## config.mk

```make
export PLATFORM = sky130hd
export DESIGN_NAME = shift_mix_asic_flat
export DESIGN_NICKNAME = d
export VERILOG_FILES = /design/src/rtl/shift_mix_asic_if.sv /design/src/rtl/shift_mix_asic.sv /design/src/flat_wrapper.sv
export SDC_FILE = /design/constraint.sdc
export NUM_CORES = 1
export LEC_CHECK = 0
export CAP_MARGIN = 20
export CORE_ASPECT_RATIO = 0.9
export CORE_MARGIN = 2
export CORE_UTILIZATION = 59
export CTS_CLUSTER_DIAMETER = 30
export CTS_CLUSTER_SIZE = 30
export DETAILED_ROUTE_END_ITERATION = 12
export GPL_ROUTABILITY_DRIVEN = 0
export MAX_ROUTING_LAYER = met4
export PLACE_DENSITY = 0.9
export SKIP_CTS_REPAIR_TIMING = 1
export SLEW_MARGIN = 10
export SYNTH_ARGS = -nofsm -noshare
export SYNTH_HDL_FRONTEND = slang
export SYNTH_SLANG_ARGS = --single-unit
export TNS_END_PERCENT = 5
```

## constraint.sdc

```tcl
create_clock -name clk -period 2.5 [get_ports clk]
set_input_delay 0.75 -clock clk [delete_from_list [all_inputs] [get_ports clk]]
set_output_delay 0.75 -clock clk [all_outputs]
set_load 0.02 [all_outputs]
```

## src/rtl/shift_mix_asic_if.sv

```systemverilog
// Handshake/bus bundle between SubBytes, ShiftRows+MixColumns and AddRoundKey.
// master drives in_data/in_ready/last_round; slave returns out_data/out_ready/busy/drop.
interface shift_mix_asic_if;
  logic [0:127] in_data;
  logic         in_ready;
  logic         last_round;
  logic [0:127] out_data;
  logic         out_ready;
  logic         busy;
  logic         drop;

  modport master (
    output in_data, in_ready, last_round,
    input  out_data, out_ready, busy, drop
  );

  modport slave (
    input  in_data, in_ready, last_round,
    output out_data, out_ready, busy, drop
  );
endinterface

```

## src/rtl/shift_mix_asic.sv

```systemverilog
// AES round stage: ShiftRows on accept, then MixColumns COLS_PER_CYCLE columns/clk.
// Ports: clk, reset (sync, active-low), bus (slave). Option: SHIFT_MIX_HOLD_EN.
module shift_mix_asic #(
  parameter int COLS_PER_CYCLE = 1
) (
  input logic           clk,
  input logic           reset,
  shift_mix_asic_if.slave bus
);

  localparam int         N        = 4 / COLS_PER_CYCLE;
  localparam logic [1:0] CNT_LAST = 2'(N - 1);

  typedef enum logic [1:0] {
    IDLE,
    COL,
    DONE
  } state_e;

  state_e       state_q, state_d;
  logic [1:0]   cnt_q, cnt_d;
  logic [0:127] work_q, work_d;
  logic         last_q, last_d;
  logic [0:127] out_data_q, out_data_d;
  logic         out_ready_q, out_ready_d;
  logic         busy_q, busy_d;
  logic         drop_q, drop_d;

  logic [0:127] mixed;
  logic         start;
  logic [0:127] start_data;
  logic         start_last;

  function automatic logic [7:0] xtime(input logic [7:0] b);
    return {b[6:0], 1'b0} ^ (b[7] ? 8'h1b : 8'h00);
  endfunction

  function automatic logic [31:0] mix_col(input logic [31:0] a);
    logic [7:0] a0, a1, a2, a3;
    logic [7:0] s0, s1, s2, s3;
    a0 = a[31:24];
    a1 = a[23:16];
    a2 = a[15:8];
    a3 = a[7:0];
    s0 = xtime(a0) ^ xtime(a1) ^ a1 ^ a2 ^ a3;
    s1 = a0 ^ xtime(a1) ^ xtime(a2) ^ a2 ^ a3;
    s2 = a0 ^ a1 ^ xtime(a2) ^ xtime(a3) ^ a3;
    s3 = xtime(a0) ^ a0 ^ a1 ^ a2 ^ xtime(a3);
    return {s0, s1, s2, s3};
  endfunction

  // byte k = 4c+r; row r rotates left by r columns
  function automatic logic [0:127] shift_rows(input logic [0:127] s);
    logic [0:127] o;
    o = '0;
    for (int c = 0; c < 4; c++) begin
      for (int r = 0; r < 4; r++) begin
        o[8*(4*c+r) +: 8] = s[8*(4*((c+r)%4)+r) +: 8];
      end
    end
    return o;
  endfunction

  // columns of the current group, mixed unless final round
  always_comb begin
    mixed = work_q;
    for (int c = 0; c < 4; c++) begin
      if (!last_q && (2'(c / COLS_PER_CYCLE) == cnt_q)) begin
        mixed[32*c +: 32] = mix_col(work_q[32*c +: 32]);
      end
    end
  end

`ifdef SHIFT_MIX_HOLD_EN
  logic [0:127] hold_q, hold_d;
  logic         hold_last_q, hold_last_d;
  logic         hold_vld_q, hold_vld_d;

  always_ff @(posedge clk) begin
    if (!reset) begin
      hold_q      <= '0;
      hold_last_q <= 1'b0;
      hold_vld_q  <= 1'b0;
    end else begin
      hold_q      <= hold_d;
      hold_last_q <= hold_last_d;
      hold_vld_q  <= hold_vld_d;
    end
  end
`endif

  always_comb begin
    state_d     = state_q;
    cnt_d       = cnt_q;
    work_d      = work_q;
    last_d      = last_q;
    out_data_d  = out_data_q;
    out_ready_d = 1'b0;
    busy_d      = busy_q;
    drop_d      = 1'b0;
    start       = 1'b0;
    start_data  = bus.in_data;
    start_last  = bus.last_round;
`ifdef SHIFT_MIX_HOLD_EN
    hold_d      = hold_q;
    hold_last_d = hold_last_q;
    hold_vld_d  = hold_vld_q;
`endif

    unique case (state_q)
      IDLE: begin
        start = bus.in_ready;
      end
      COL: begin
        work_d = mixed;
        cnt_d  = cnt_q + 2'd1;
        if (bus.in_ready) begin
`ifdef SHIFT_MIX_HOLD_EN
          if (!hold_vld_q) begin
            hold_d      = bus.in_data;
            hold_last_d = bus.last_round;
            hold_vld_d  = 1'b1;
          end else begin
            drop_d = 1'b1;
          end
`else
          drop_d = 1'b1;
`endif
        end
        if (cnt_q == CNT_LAST) begin
          out_data_d  = mixed;
          out_ready_d = 1'b1;
          busy_d      = 1'b0;
          cnt_d       = 2'd0;
          state_d     = DONE;
        end
      end
      DONE: begin
        state_d = IDLE;
`ifdef SHIFT_MIX_HOLD_EN
        // buffered job wins; a fresh input refills the freed slot
        if (hold_vld_q) begin
          start       = 1'b1;
          start_data  = hold_q;
          start_last  = hold_last_q;
          hold_vld_d  = bus.in_ready;
          hold_d      = bus.in_data;
          hold_last_d = bus.last_round;
        end else begin
          start = bus.in_ready;
        end
`else
        start = bus.in_ready;
`endif
      end
      default: begin
        state_d = IDLE;
      end
    endcase

    if (start) begin
      work_d  = shift_rows(start_data);
      last_d  = start_last;
      cnt_d   = 2'd0;
      busy_d  = 1'b1;
      state_d = COL;
    end
  end

  always_ff @(posedge clk) begin
    if (!reset) begin
      state_q     <= IDLE;
      cnt_q       <= 2'd0;
      work_q      <= '0;
      last_q      <= 1'b0;
      out_data_q  <= '0;
      out_ready_q <= 1'b0;
      busy_q      <= 1'b0;
      drop_q      <= 1'b0;
    end else begin
      state_q     <= state_d;
      cnt_q       <= cnt_d;
      work_q      <= work_d;
      last_q      <= last_d;
      out_data_q  <= out_data_d;
      out_ready_q <= out_ready_d;
      busy_q      <= busy_d;
      drop_q      <= drop_d;
    end
  end

  assign bus.out_data  = out_data_q;
  assign bus.out_ready = out_ready_q;
  assign bus.busy      = busy_q;
  assign bus.drop      = drop_q;

endmodule

```

## src/flat_wrapper.sv

```systemverilog
// flat-port wrapper written by rule: the top's interface ports become plain ports
module shift_mix_asic_flat 
#(
  parameter int COLS_PER_CYCLE = 1
)
  (clk, reset, bus_in_data, bus_in_ready, bus_last_round, bus_out_data, bus_out_ready, bus_busy, bus_drop);
  shift_mix_asic_if bus_i ();
  input logic clk;
  input logic reset;
  input wire logic [$bits(bus_i.in_data)-1:0] bus_in_data;
  input wire logic [$bits(bus_i.in_ready)-1:0] bus_in_ready;
  input wire logic [$bits(bus_i.last_round)-1:0] bus_last_round;
  output wire logic [$bits(bus_i.out_data)-1:0] bus_out_data;
  output wire logic [$bits(bus_i.out_ready)-1:0] bus_out_ready;
  output wire logic [$bits(bus_i.busy)-1:0] bus_busy;
  output wire logic [$bits(bus_i.drop)-1:0] bus_drop;
  assign bus_i.in_data = bus_in_data;
  assign bus_i.in_ready = bus_in_ready;
  assign bus_i.last_round = bus_last_round;
  assign bus_out_data = bus_i.out_data;
  assign bus_out_ready = bus_i.out_ready;
  assign bus_busy = bus_i.busy;
  assign bus_drop = bus_i.drop;
  shift_mix_asic #(.COLS_PER_CYCLE(COLS_PER_CYCLE)) u_core (.clk(clk), .reset(reset), .bus(bus_i));
endmodule
```

# Word level (Yosys, flattened, before mapping)
# Index checks and enable logic that the tools add are counted.
# totals
ff_bits	264
input_bits	132
output_inout_bits	131
wordCells	149
# classes
add_sub_neg	1
eq_ne	9
n_mux	32
bitwise	82
n_reduce_logical	16
# op_table
op	count
XOR 8 bit	80
2-to-1 mux 128 bit	2
2-to-1 mux 32 bit	4
2-to-1 mux 5 bit	16
AND reduction 2 bit	5
2-to-1 mux 1 bit	7
equality test 2 bit (first input constant)	2
equality test 2 bit (second input constant)	2
logical AND 1 bit	4
logical NOT 2 bit	2
2-to-1 mux 2 bit	2
!= test 2 x 1 -> 1 bit (second input constant)	2
case mux 2 bit (2 select lines)	1
nonzero test 2 bit	2
OR reduction 2 bit	2
!= test 3 x 1 -> 1 bit (second input constant)	1
adder 2 x 1 -> 2 bit (second input constant)	1
equality test 1 x 2 -> 1 bit (first input constant)	1
equality test 2 x 1 -> 1 bit (second input constant)	1
NOT 1 bit	2
logical NOT 1 bit	1

# Longest topological paths before layout
# Gate-level depths: netlist of run 1.
# depth
depth_word	9
ltp_mapped	10
depth_no_buf	7

# Worst setup path after synthesis of run 1
# Ideal clock, no wire load.
# synth_path
kind	input port to flip-flop
from	input port bus_in_ready
to	register u_core.work_q[99] (netlist bit)
setup_time_ns	0.114
arrival_ns	1.761
t_required_ns	2.386
slack_ns	0.625
cell_stages	5
n_path_buf	2
path_cell_list	buf_2 > clkbuf_1 > mux2i_1 > o21ai_0 > a21o_1
# synth_between
elab_chain_len	2
word_cells_on_any_way	3
cone_classes	mux (2); reduce/logical (1)
# synth_rtl
element	line	text
start, declared	flat_wrapper.sv:11	input wire logic [$bits(bus_i.in_ready)-1:0] bus_in_ready;
2-to-1 mux 1 bit *	shift_mix_asic.sv:110	unique case (state_q)
2-to-1 mux 128 bit or nonzero test 2 bit (tied branches)	n/a	
end signal, assigned	shift_mix_asic.sv:183	work_q <= work_d;
end, declared	shift_mix_asic.sv:22	logic [0:127] work_q, work_d;
# Every way passes the cells marked *; elsewhere a longest branch is shown, timed or not.
# A chain may end at the register's enable or synchronous reset.

# Final worst setup path of run 1
# layout_path
from	register u_core.out_data_q, in the netlist u_core.bus.out_data[38]
to	output port bus_out_data[89]
# layout_lines
element	line	text
start, declared	shift_mix_asic.sv:24	logic [0:127] out_data_q, out_data_d;
start signal, assigned	shift_mix_asic.sv:185	out_data_q <= out_data_d;
end, declared	flat_wrapper.sv:13	output wire logic [$bits(bus_i.out_data)-1:0] bus_out_data;
# No word-level cell between the ends.

==> flow_summary_export.csv, run 1 <==
group,metric,value,unit
timing,slew_headroom,48.3,%
grt,grt_usage,32.3,%
power,p_leak,9.31,nW
clock_tree,clk_latency,0.56,ns
flow_run,drv_cap,0,
timing,min_period,2.36,ns
worst_setup_path,slowest_stage,"clkdlybuf4s50_1",
placement,place.detailed.hpwl,30800,um
worst_setup_path,crit_family,"buffers and inverters",
grt,grt_pass1_vias,14200,
grt,grt_pass1_wl,76600,um
worst_setup_path,path_cells,"clkdlybuf4s50_1",
grt,antenna_found_initial,0,
logic_synthesis,ys_seq_area_share,31.3,%
floorplanning,die_y,165,um
floorplanning,boundaryPins,263,
logic_synthesis,avgSynthCellArea,8.94,um^2
logic_synthesis,synth_ff_type,"dfxtp_1",
logic_synthesis,synth_nets,2025,
grt,grt-ovfl-total,0,
logic_synthesis,synth_cells,1889,
logic_synthesis,ys_seq_elements,264,
worst_setup_path,required,1.75,ns
routing,drtIter0Drc,1379,
timing,tns,0,ns
clock_tree,clkTransAtPathRegs,0.05,ns
power,ir_drop,0.580,mV
routing,avgViaCountPerCell,6.07,
routing,wl_per_cell,20.1,um
floorplanning,die_x,182,um
clock_tree,cts_made_buffers,57,
worst_setup_path,path_buf_inv,1,
clock_tree,cts.sinks,264,
floorplanning,start_util,60.1,%
routing,route.detailed.drc,0,
power,p_per_area,840,mW/mm^2
worst_setup_path,critPathLaunchType,"flip-flop",
timing,setup_viol,0,
finish,layout.nets,2122,
timing,worst_pin_slew,0.775,ns
finish,n_antenna_cell,0,
worst_setup_path,cp-end-kind,"output pin",
timing,fmax,0.423,GHz
floorplanning,placementRows,58,
logic_synthesis,synth_edf_count,0,
logic_synthesis,syn-cell-area,0.0169,mm^2
clock_tree,cts-root-buf,"clkbuf_16",
timing,slew_violations,0,
routing,vias,14500,
finish,syn_to_final_growth,25.3,%
worst_setup_path,worstSetupPathType,"flip-flop to output pin",
power,power.total,17.8,mW
routing,firstDrtPassIters,5,
timing,rsz0062_at_grt,"no",
timing,hold_violations,0,
grt,grt_max_degree,122,
floorplanning,coreArea,0.0281,mm^2
worst_setup_path,cp.arrival,1.61,ns
worst_setup_path,cp_max_fo,2,
finish,drive_gt1_share,9.31,%
routing,ant_nets,0,
timing,clock_skew,0.0170,ns
timing,fin_crit_sh,94.6,%
logic_synthesis,yosys.cell_types.count,38,
routing,routed_wl,48100,um
floorplanning,dieArea,0.0300,mm^2
clock_tree,max-clock-path-buffers,3,
clock_tree,htree_levels,2,
hold_path,hp-class,"flip-flop to flip-flop",
logic_synthesis,yosysWarnings,0,
status,status,"complete, no violations",
worst_setup_path,cpPeakStageDelay,0.64,ns
placement,io_buffers,262,
logic_synthesis,async_flop_share,0,%
finish,nFillCells,1843,
clock_tree,cts_tree,"yes",
==> Yosys cell counts (2+ instances only) <==
| cell | instances | area [um^2] |
|---|---|---|
| a21o_1 | 24 | 180 |
| o2bb2ai_1 | 79 | 692 |
| nand3_1 | 12 | 60.1 |
| nor2b_1 | 8 | 50.1 |
| a32o_1 | 7 | 70.1 |
| nand2_1 | 156 | 586 |
| xnor2_2 | 37 | 602 |
| o21a_1 | 4 | 30.0 |
| buf_6 | 2 | 22.5 |
| nor2_1 | 12 | 45.0 |
| mux2i_1 | 94 | 941 |
| o21ai_1 | 51 | 255 |
| buf_1 | 11 | 41.3 |
| xnor2_4 | 10 | 275 |
| a21oi_1 | 128 | 641 |
| o21ai_0 | 187 | 936 |
| a22o_1 | 37 | 324 |
| xnor2_1 | 269 | 2360 |
| and2_1 | 3 | 18.8 |
| buf_2 | 127 | 636 |
| xor2_1 | 117 | 1020 |
| o211a_1 | 107 | 1070 |
| ha_1 | 4 | 50.1 |
| clkbuf_1 | 86 | 323 |
| and3_1 | 4 | 25.0 |
| inv_1 | 2 | 7.51 |
| nor3_1 | 2 | 10.0 |
| dfxtp_1 | 264 | 5290 |
| nand3b_1 | 2 | 15.0 |
| nand2b_1 | 4 | 25.0 |
| buf_4 | 19 | 143 |
| clkbuf_2 | 14 | 70.1 |
==> sequential cells by signal, summed over array words and instances, names as in the netlist <==
register	cells
u_core.bus.out_data	128
u_core.work_q	128
u_core.cnt_q	2
u_core.state_q	2
u_core.bus.busy	1
u_core.bus.drop	1
u_core.bus.out_ready	1
u_core.last_q	1
==> power breakdown <==
part / switching [mW] / internal, mW / total, mW
sequential: 0.603 / 4.46 / 5.06
combinational: 2.39 / 2.25 / 4.63
clock: 2.47 / 5.61 / 8.08
total: 5.46 / 12.3 / 17.8
==> cells by family after synthesis <==
| group | synth area share (%) |
|---|---|
| XOR/XNOR | 25.3 |
| flip-flops | 31.3 |
| multiplexers | 5.57 |
| adder cells (fa/ha/maj) | 0.296 |
| AND/OR/NAND/NOR | 5.06 |
| buffers and inverters | 7.47 |
| AO/OA/AOI/OAI | 25.0 |
==> layout make-up <==
cell class	count	area, um^2	share of cell area [%]
Clock buffer	72	1550	7.34
Tap cell	360	450	2.13
Inverter	2	7.51	0.0355
Multi-Input combinational cell	1363	10400	49.0
Clock inverter	32	523	2.47
Sequential cell	264	5290	25.0
Timing Repair Buffer	298	2980	14.1
==> per-stage QoR <==
stage | instances | setup WS (ns) | hold slack, ns | util, % | cell area (um^2)
6_report | 2391 | 0.135 | 0.493 | 75.4 | 21200
4_1_cts | 2391 | 0.140 | 0.498 | 75.4 | 21200
3_5_place_dp | 2287 | 0.455 | 0.486 | 68.0 | 19100
5_1_grt | 2391 | 0.125 | 0.507 | 75.4 | 21200
2_1_floorplan | 1889 | 0.625 | 0.552 | - | 16900
3_3_place_gp | 2287 | 0.542 | 0.480 | 68.0 | 19100
==> placed cells by master (no fill, tap or decap), drive strengths merged, types with 9 or more instances in the layout <==
| master | count |
|---|---|
| bufinv | 12 |
| a21o | 24 |
| nand2 | 157 |
| buf | 38 |
| o21ai | 238 |
| xor2 | 117 |
| mux2i | 94 |
| a21oi | 129 |
| nor2b | 9 |
| xnor2 | 316 |
| dfxtp | 264 |
| clkdlybuf4s50 | 260 |
| clkinv | 14 |
| nor2 | 12 |
| o2bb2ai | 79 |
| clkbuf | 72 |
| nand3 | 12 |
| a22o | 37 |
| o211a | 107 |
==> layer usage <==
metal	wire, um	share of wire, %	vias to the layer above	GRT usage (%)
met5	0	0	-	-
met4	1160	2.4	0	8.80
met3	3750	7.8	99	5.16
met2	23000	48	727	53.8
met1	20300	42	6960	40.9
li1	-	-	6720	-
==> final timing paths <==
check / startpoint / to / slack, ns / cells past startpoint
worst max-delay path: u_core.bus.out_data[38]$_SDFFE_PN0P_ / bus_out_data[89] / 0.14 / 1
worst min-delay path: u_core.bus.out_data[82]$_SDFFE_PN0P_ / u_core.bus.out_data[82]$_SDFFE_PN0P_ / 0.49 / 1
worst max register to register: u_core.state_q[0]$_SDFFE_PN0P_ / u_core.bus.out_data[80]$_SDFFE_PN0P_ / 0.47 / 6
worst min register to register: u_core.bus.out_data[82]$_SDFFE_PN0P_ / u_core.bus.out_data[82]$_SDFFE_PN0P_ / 0.49 / 1
Power figures use the tool's default switching activity.
==> run 2, diff against run 1 <==
--- a/config.mk
+++ b/config.mk
@@ -6,15 +6,18 @@
 export NUM_CORES = 1
 export LEC_CHECK = 0
 export CAP_MARGIN = 20
+export CELL_PAD_IN_SITES_DETAIL_PLACEMENT = 1
+export CELL_PAD_IN_SITES_GLOBAL_PLACEMENT = 1
 export CORE_ASPECT_RATIO = 0.9
 export CORE_MARGIN = 2
-export CORE_UTILIZATION = 59
+export CORE_UTILIZATION = 45
 export CTS_CLUSTER_DIAMETER = 30
 export CTS_CLUSTER_SIZE = 30
 export DETAILED_ROUTE_END_ITERATION = 12
 export GPL_ROUTABILITY_DRIVEN = 0
+export GPL_TIMING_DRIVEN = 0
 export MAX_ROUTING_LAYER = met4
-export PLACE_DENSITY = 0.9
+export PLACE_DENSITY = 0.91
 export SKIP_CTS_REPAIR_TIMING = 1
 export SLEW_MARGIN = 10
 export SYNTH_ARGS = -nofsm -noshare
==> run 2 against run 1 <==
- cell area up 7.5%
- worst setup slack worse by 0.076 ns
- sequential share of layout area down 1.8 points
- fmax down 3.1%
- register-to-register slack worse by 0.41 ns
- die area up 30%
- critical endpoint is now u_core.bus.out_data[3]$_SDFFE_PN0P_
==> flow_summary_export.csv, run 2 (synthesized netlist as in run 1, its figures left out) <==
group,metric,value,unit
power,p_per_area,905,mW/mm^2
routing,avgViaCountPerCell,5.92,
grt,grt-ovfl-total,0,
floorplanning,die_x,208,um
worst_setup_path,cp_max_fo,10,
hold_path,holdPathStages,1,
timing,hold_violations,0,
routing,routed_wl,68600,um
timing,tns,0,ns
routing,route.detailed.drc,0,
clock_tree,clkTransAtPathRegs,0.05,ns
worst_setup_path,cp-end-kind,"flip-flop",
clock_tree,max-clock-path-buffers,3,
clock_tree,htree_levels,3,
floorplanning,die_y,188,um
routing,vias,16400,
clock_tree,cts_made_buffers,72,
worst_setup_path,cpPeakStageDelay,0.63,ns
worst_setup_path,crit_family,"buffers and inverters",
flow_run,drv_cap,0,
grt,grt_pass1_vias,17900,
routing,drtIter0Drc,1143,
worst_setup_path,rr_worst_depth,6,
grt,grt_usage,35.5,%
worst_setup_path,critPathLaunchType,"flip-flop",
grt,antenna_found_initial,0,
clock_tree,cts_tree,"yes",
worst_setup_path,required,3.02,ns
hold_path,hp-class,"flip-flop to flip-flop",
finish,final_cell_mix,"xnor2_1 (269), dfxtp_1 (264), clkdlybuf4s50_1 (261), o21ai_0 (187), nand2_1 (156)",
routing,wl_per_cell,24.8,um
routing,firstDrtPassIters,5,
clock_tree,cts-root-buf,"clkbuf_16",
timing,min_period,2.44,ns
worst_setup_path,worstSetupPathType,"flip-flop to flip-flop",
worst_setup_path,path_buf_inv,2,
timing,worst_pin_slew,0.958,ns
floorplanning,coreArea,0.0371,mm^2
grt,grt_pass1_wl,106000,um
floorplanning,boundaryPins,263,
timing,fmax,0.410,GHz
finish,layout_commonest_cell,"xnor2_1",
power,ir_drop,0.533,mV
timing,slew_headroom,36.1,%
worst_setup_path,cp.arrival,2.96,ns
finish,layout.nets,2360,
placement,place.detailed.hpwl,46200,um
timing,rsz0062_at_grt,"yes",
worst_setup_path,crit_cells,6,
status,status,"complete, no violations",
worst_setup_path,r2r_setup_slack,0.06,ns
power,p_leak,10.2,nW
timing,clock_skew,0.0285,ns
worst_setup_path,r2r_start,"u_core.cnt_q[0]$_SDFFE_PP0N_",
worst_setup_path,startpoint,"u_core.cnt_q[0]$_SDFFE_PP0N_",
floorplanning,placementRows,67,
worst_setup_path,path_cells,"ha_1, and2_1, buf_2, clkbuf_1, o21ai_0, a21oi_1",
placement,placed_cell_area,0.0201,mm^2
clock_tree,clk_latency,0.60,ns
timing,setup_viol,0,
finish,syn_to_final_growth,34.7,%
finish,stdcell_count,2763,
worst_setup_path,reg2reg_to,"u_core.bus.out_data[3]$_SDFFE_PN0P_",
clock_tree,cts.sinks,264,
finish,n_antenna_cell,0,
timing,slew_violations,0,
floorplanning,dieArea,0.0391,mm^2
worst_setup_path,crit_path_end,"u_core.bus.out_data[3]$_SDFFE_PN0P_",
grt,grt_max_degree,12,
finish,design_area,0.0228,mm^2
timing,fin_crit_sh,97.6,%
routing,ant_nets,0,
placement,io_buffers,261,
finish,drive_gt1_share,14.7,%
floorplanning,start_util,45.5,%
placement,place_inst,2633,
worst_setup_path,slowest_stage,"clkbuf_1",
-- run 2: cell count changes in the layout (fill, tap and decap cells not counted), moves of 3 or more --
cell	delta
buf_1	+11
buf_12	-6
buf_2	+127
buf_4	-11
bufinv_16	+3
clkbuf_1	+85
clkbuf_16	+14
clkbuf_2	+15
clkinv_2	+4
clkinv_4	-4
clkinvlp_4	+4
nand2b_1	+3
nand2b_2	-3
-- run 2: power by group --
part / internal, mW / switching [mW]
Combinational: 2.41 / 3.46
Clock: 7.07 / 3.09
Sequential: 4.46 / 0.0869
-- run 2: stage by stage --
stage          utilization (%)  setup slack (ns)  power (mW)  hold slack, ns
5_1_grt                   61.3           -0.0383        21.2           0.509
3_5_place_dp              54.1            -0.412        10.2           0.487
6_report                  61.3            0.0588        20.6           0.494
2_1_floorplan                -             0.625        8.74           0.552
4_1_cts                   61.3            0.0588        20.5           0.498
3_3_place_gp              54.1            -0.332        9.86           0.480
-- run 2: area by class of cell --
class                           instances  area [um^2]
Multi-Input combinational cell       1363        10300
Inverter                                2         7.51
Timing Repair Buffer                  261         2610
Clock inverter                         42          712
Tap cell                              483          604
Buffer                                260         1260
Sequential cell                       264         5290
Fill cell                            4135        14400
Clock buffer                           88         1930
-- run 2: how the worst min path moves through the flow --
stage,start,end,slack (ns)
global placement,u_core.bus.out_data[40]$_SDFFE_PN0P_,u_core.bus.out_data[40]$_SDFFE_PN0P_,0.48
global route,u_core.bus.out_data[72]$_SDFFE_PN0P_,u_core.bus.out_data[72]$_SDFFE_PN0P_,0.51
floorplan,u_core.last_q$_SDFFE_PN0P_,u_core.last_q$_SDFFE_PN0P_,0.55
CTS,u_core.bus.out_data[88]$_SDFFE_PN0P_,u_core.bus.out_data[88]$_SDFFE_PN0P_,0.50
finish,u_core.bus.out_data[88]$_SDFFE_PN0P_,u_core.bus.out_data[88]$_SDFFE_PN0P_,0.49
detailed placement,u_core.bus.out_data[88]$_SDFFE_PN0P_,u_core.bus.out_data[88]$_SDFFE_PN0P_,0.49
-- run 2: worst register-to-register path: cells and delay by family, from the launching register on --
family / cells / cell delay (ns)
DFF: 1 / 0.39
adders and majority gates: 1 / 0.36
AOI/OAI and AO/OA: 2 / 0.36
and+or+nand+nor: 1 / 0.20
buffers and inverters: 2 / 1.05
-- run 2: metal layers --
layer | part of all wire (%) | up-vias | GRT usage [%]
met1 | 41 | 8201 | 41.6
met3 | 6.1 | 223 | 6.43
met4 | 4.4 | 0 | 16.4
li1 | - | 7198 | -
met2 | 49 | 745 | 59.3
met5 | 0 | - | -
==> run 3, diff against run 2 <==
--- a/config.mk
+++ b/config.mk
@@ -17,7 +17,7 @@
 export GPL_ROUTABILITY_DRIVEN = 0
 export GPL_TIMING_DRIVEN = 0
 export MAX_ROUTING_LAYER = met4
-export PLACE_DENSITY = 0.91
+export PLACE_DENSITY = 0.95
 export SKIP_CTS_REPAIR_TIMING = 1
 export SLEW_MARGIN = 10
 export SYNTH_ARGS = -nofsm -noshare
==> run 3 against run 2 <==
- combinational power increased by 0.7%
- the flow now finishes with violations (negative setup slack)
- sequential cell count unchanged
- largest power group unchanged
- worst hold slack better by 0.0023 ns
- clock power fell by 8%
- critical path depth is 1 lower
- critical path type is now input port to flip-flop
- global-route usage increased by 1.6 points
- cell area is 0.97% lower
- sequential share of layout area is 0.23 points higher
- cell count is essentially flat
- non-clock buffer count stayed put
==> flow_summary_export.csv, run 3 (synthesized netlist as in run 1, its figures left out) <==
group,metric,value,unit
power,p_comb_share,29.9,%
finish,drive_gt1_share,14.6,%
worst_setup_path,cp_max_fo,10,
placement,io_buffers,261,
worst_setup_path,path_buf_inv,3,
worst_setup_path,cp-end-kind,"flip-flop",
power,p_leak,10.2,nW
grt,grt_pass1_vias,18200,
finish,final_core_util,60.7,%
grt,use_met3,6.80,%
grt,antenna_found_initial,0,
timing,fin_crit_sh,103,%
hold_path,hp-class,"flip-flop to flip-flop",
timing,setup_slack,-0.0701,ns
grt,grt.met1_usage,42.5,%
power,intPower,13.2,mW
floorplanning,boundaryPins,263,
grt,grt_max_degree,11,
worst_setup_path,crit_family,"buffers and inverters",
timing,slew_violations,0,
clock_tree,cts.sinks,264,
routing,firstDrtPassIters,5,
clock_tree,clk_latency,0.60,ns
placement,placed_cell_area,0.0201,mm^2
floorplanning,dieArea,0.0391,mm^2
timing,min_period,2.57,ns
worst_setup_path,r2r_setup_slack,0.16,ns
status,violations,"negative setup slack",
finish,design_area,0.0225,mm^2
clock_tree,clkTransAtPathRegs,0.04,ns
worst_setup_path,startpoint,"reset",
grt,grt_usage,37.1,%
routing,routed_wl,71100,um
power,p_per_area,879,mW/mm^2
timing,setup_viol,2,
worst_setup_path,critPathLaunchType,"input port",
grt,top_usage_layer,"met2",
worst_setup_path,crit_path_end,"u_core.work_q[39]$_SDFFE_PN0P_",
power,p_switching,6.60,mW
finish,layout.nets,2358,
worst_setup_path,crit_cells,5,
timing,rsz0062_at_grt,"yes",
clock_tree,max-clock-path-buffers,3,
placement,place_inst,2633,
finish,stdcell_count,2761,
floorplanning,die_x,208,um
placement,place.detailed.hpwl,47800,um
timing,hold_violations,0,
power,seqPwrFrac,23.0,%
power,pwr-share-clk,47.2,%
routing,route.detailed.drc,0,
grt,grt_pass1_wl,109000,um
power,ir_drop,0.479,mV
floorplanning,coreArea,0.0371,mm^2
worst_setup_path,cpPeakStageDelay,0.76,ns
clock_tree,htree_levels,3,
routing,wl_per_cell,25.7,um
finish,final_cell_mix,"xnor2_1 (269), dfxtp_1 (264), clkdlybuf4s50_1 (261), o21ai_0 (187), nand2_1 (156)",
timing,fmax,0.389,GHz
flow_run,drv_cap,0,
routing,drtIter0Drc,1161,
routing,vias,16600,
timing,worst_pin_slew,0.962,ns
worst_setup_path,required,2.97,ns
clock_tree,cts_tree,"yes",
worst_setup_path,worstSetupPathType,"input port to flip-flop",
clock_tree,cts-root-buf,"clkbuf_16",
timing,timing.hold.ws,0.497,ns
finish,layout_commonest_cell,"xnor2_1",
timing,clock_skew,0.0243,ns
floorplanning,start_util,45.5,%
grt,grt-ovfl-total,0,
timing,slew_headroom,35.8,%
worst_setup_path,slowest_stage,"buf_1",
clock_tree,cts_made_buffers,70,
floorplanning,die_y,188,um
power,swShare,33.3,%
worst_setup_path,reg2reg_to,"u_core.bus.out_data[10]$_SDFFE_PN0P_",
routing,ant_nets,0,
finish,syn_to_final_growth,33.4,%
worst_setup_path,cp.arrival,3.04,ns
grt,grtUsageMet2,62.5,%
finish,n_antenna_cell,0,
routing,avgViaCountPerCell,6.00,
floorplanning,placementRows,67,
worst_setup_path,path_cells,"clkdlybuf4s50_1, buf_1, clkbuf_1, nand2_1, o21ai_0",
worst_setup_path,rr_worst_depth,8,
status,status,"finished with violations",
worst_setup_path,r2r_start,"u_core.cnt_q[0]$_SDFFE_PP0N_",
[run 3: area by class of cell]
| class | count | area [um^2] |
|---|---|---|
| Timing Repair Buffer | 261 | 2610 |
| Clock buffer | 87 | 1940 |
| Multi-Input combinational cell | 1363 | 10300 |
| Buffer | 260 | 1260 |
| Clock inverter | 41 | 482 |
| Inverter | 2 | 7.51 |
| Fill cell | 4179 | 14600 |
| Sequential cell | 264 | 5290 |
| Tap cell | 483 | 604 |
[run 3: layer usage]
metal	wire length (um)	vias to the layer above	share of wire, %
met5	0	-	0
met4	3350	0	4.7
met3	5240	252	7.4
met2	34600	915	49
met1	27800	8192	39
li1	-	7196	-
[run 3: worst min path at each step]
stage,startpoint,to,slack (ns),cells after the start
floorplan,u_core.last_q$_SDFFE_PN0P_,u_core.last_q$_SDFFE_PN0P_,0.55,2
global placement,u_core.bus.out_data[80]$_SDFFE_PN0P_,u_core.bus.out_data[80]$_SDFFE_PN0P_,0.48,1
detailed placement,u_core.bus.out_data[12]$_SDFFE_PN0P_,u_core.bus.out_data[12]$_SDFFE_PN0P_,0.49,1
CTS,u_core.bus.out_data[12]$_SDFFE_PN0P_,u_core.bus.out_data[12]$_SDFFE_PN0P_,0.50,1
global route,u_core.bus.out_data[12]$_SDFFE_PN0P_,u_core.bus.out_data[12]$_SDFFE_PN0P_,0.51,1
finish,u_core.bus.out_data[60]$_SDFFE_PN0P_,u_core.bus.out_data[60]$_SDFFE_PN0P_,0.50,1
[run 3: through the flow]
stage | power [mW] | worst slack, ns | TNS [ns]
floorplan | 8.74 | 0.625 | 0
global placement | 9.85 | -0.365 | -49.53
detailed placement | 10.2 | -0.420 | -58.92
CTS | 19.7 | 0.0406 | 0
global route | 20.4 | -0.0449 | -0.0851
finish | 19.8 | -0.0701 | -0.0859
[run 3: power by group through the flow]
| stage | registers (mW) | clock network (mW) | logic, mW |
|---|---|---|---|
| floorplan | 4.59 | 0 | 4.14 |
| global placement | 4.59 | 0 | 5.25 |
| detailed placement | 4.61 | 0 | 5.59 |
| CTS | 4.54 | 9.36 | 5.80 |
| global route | 4.56 | 9.60 | 6.24 |
| finish | 4.55 | 9.35 | 5.92 |
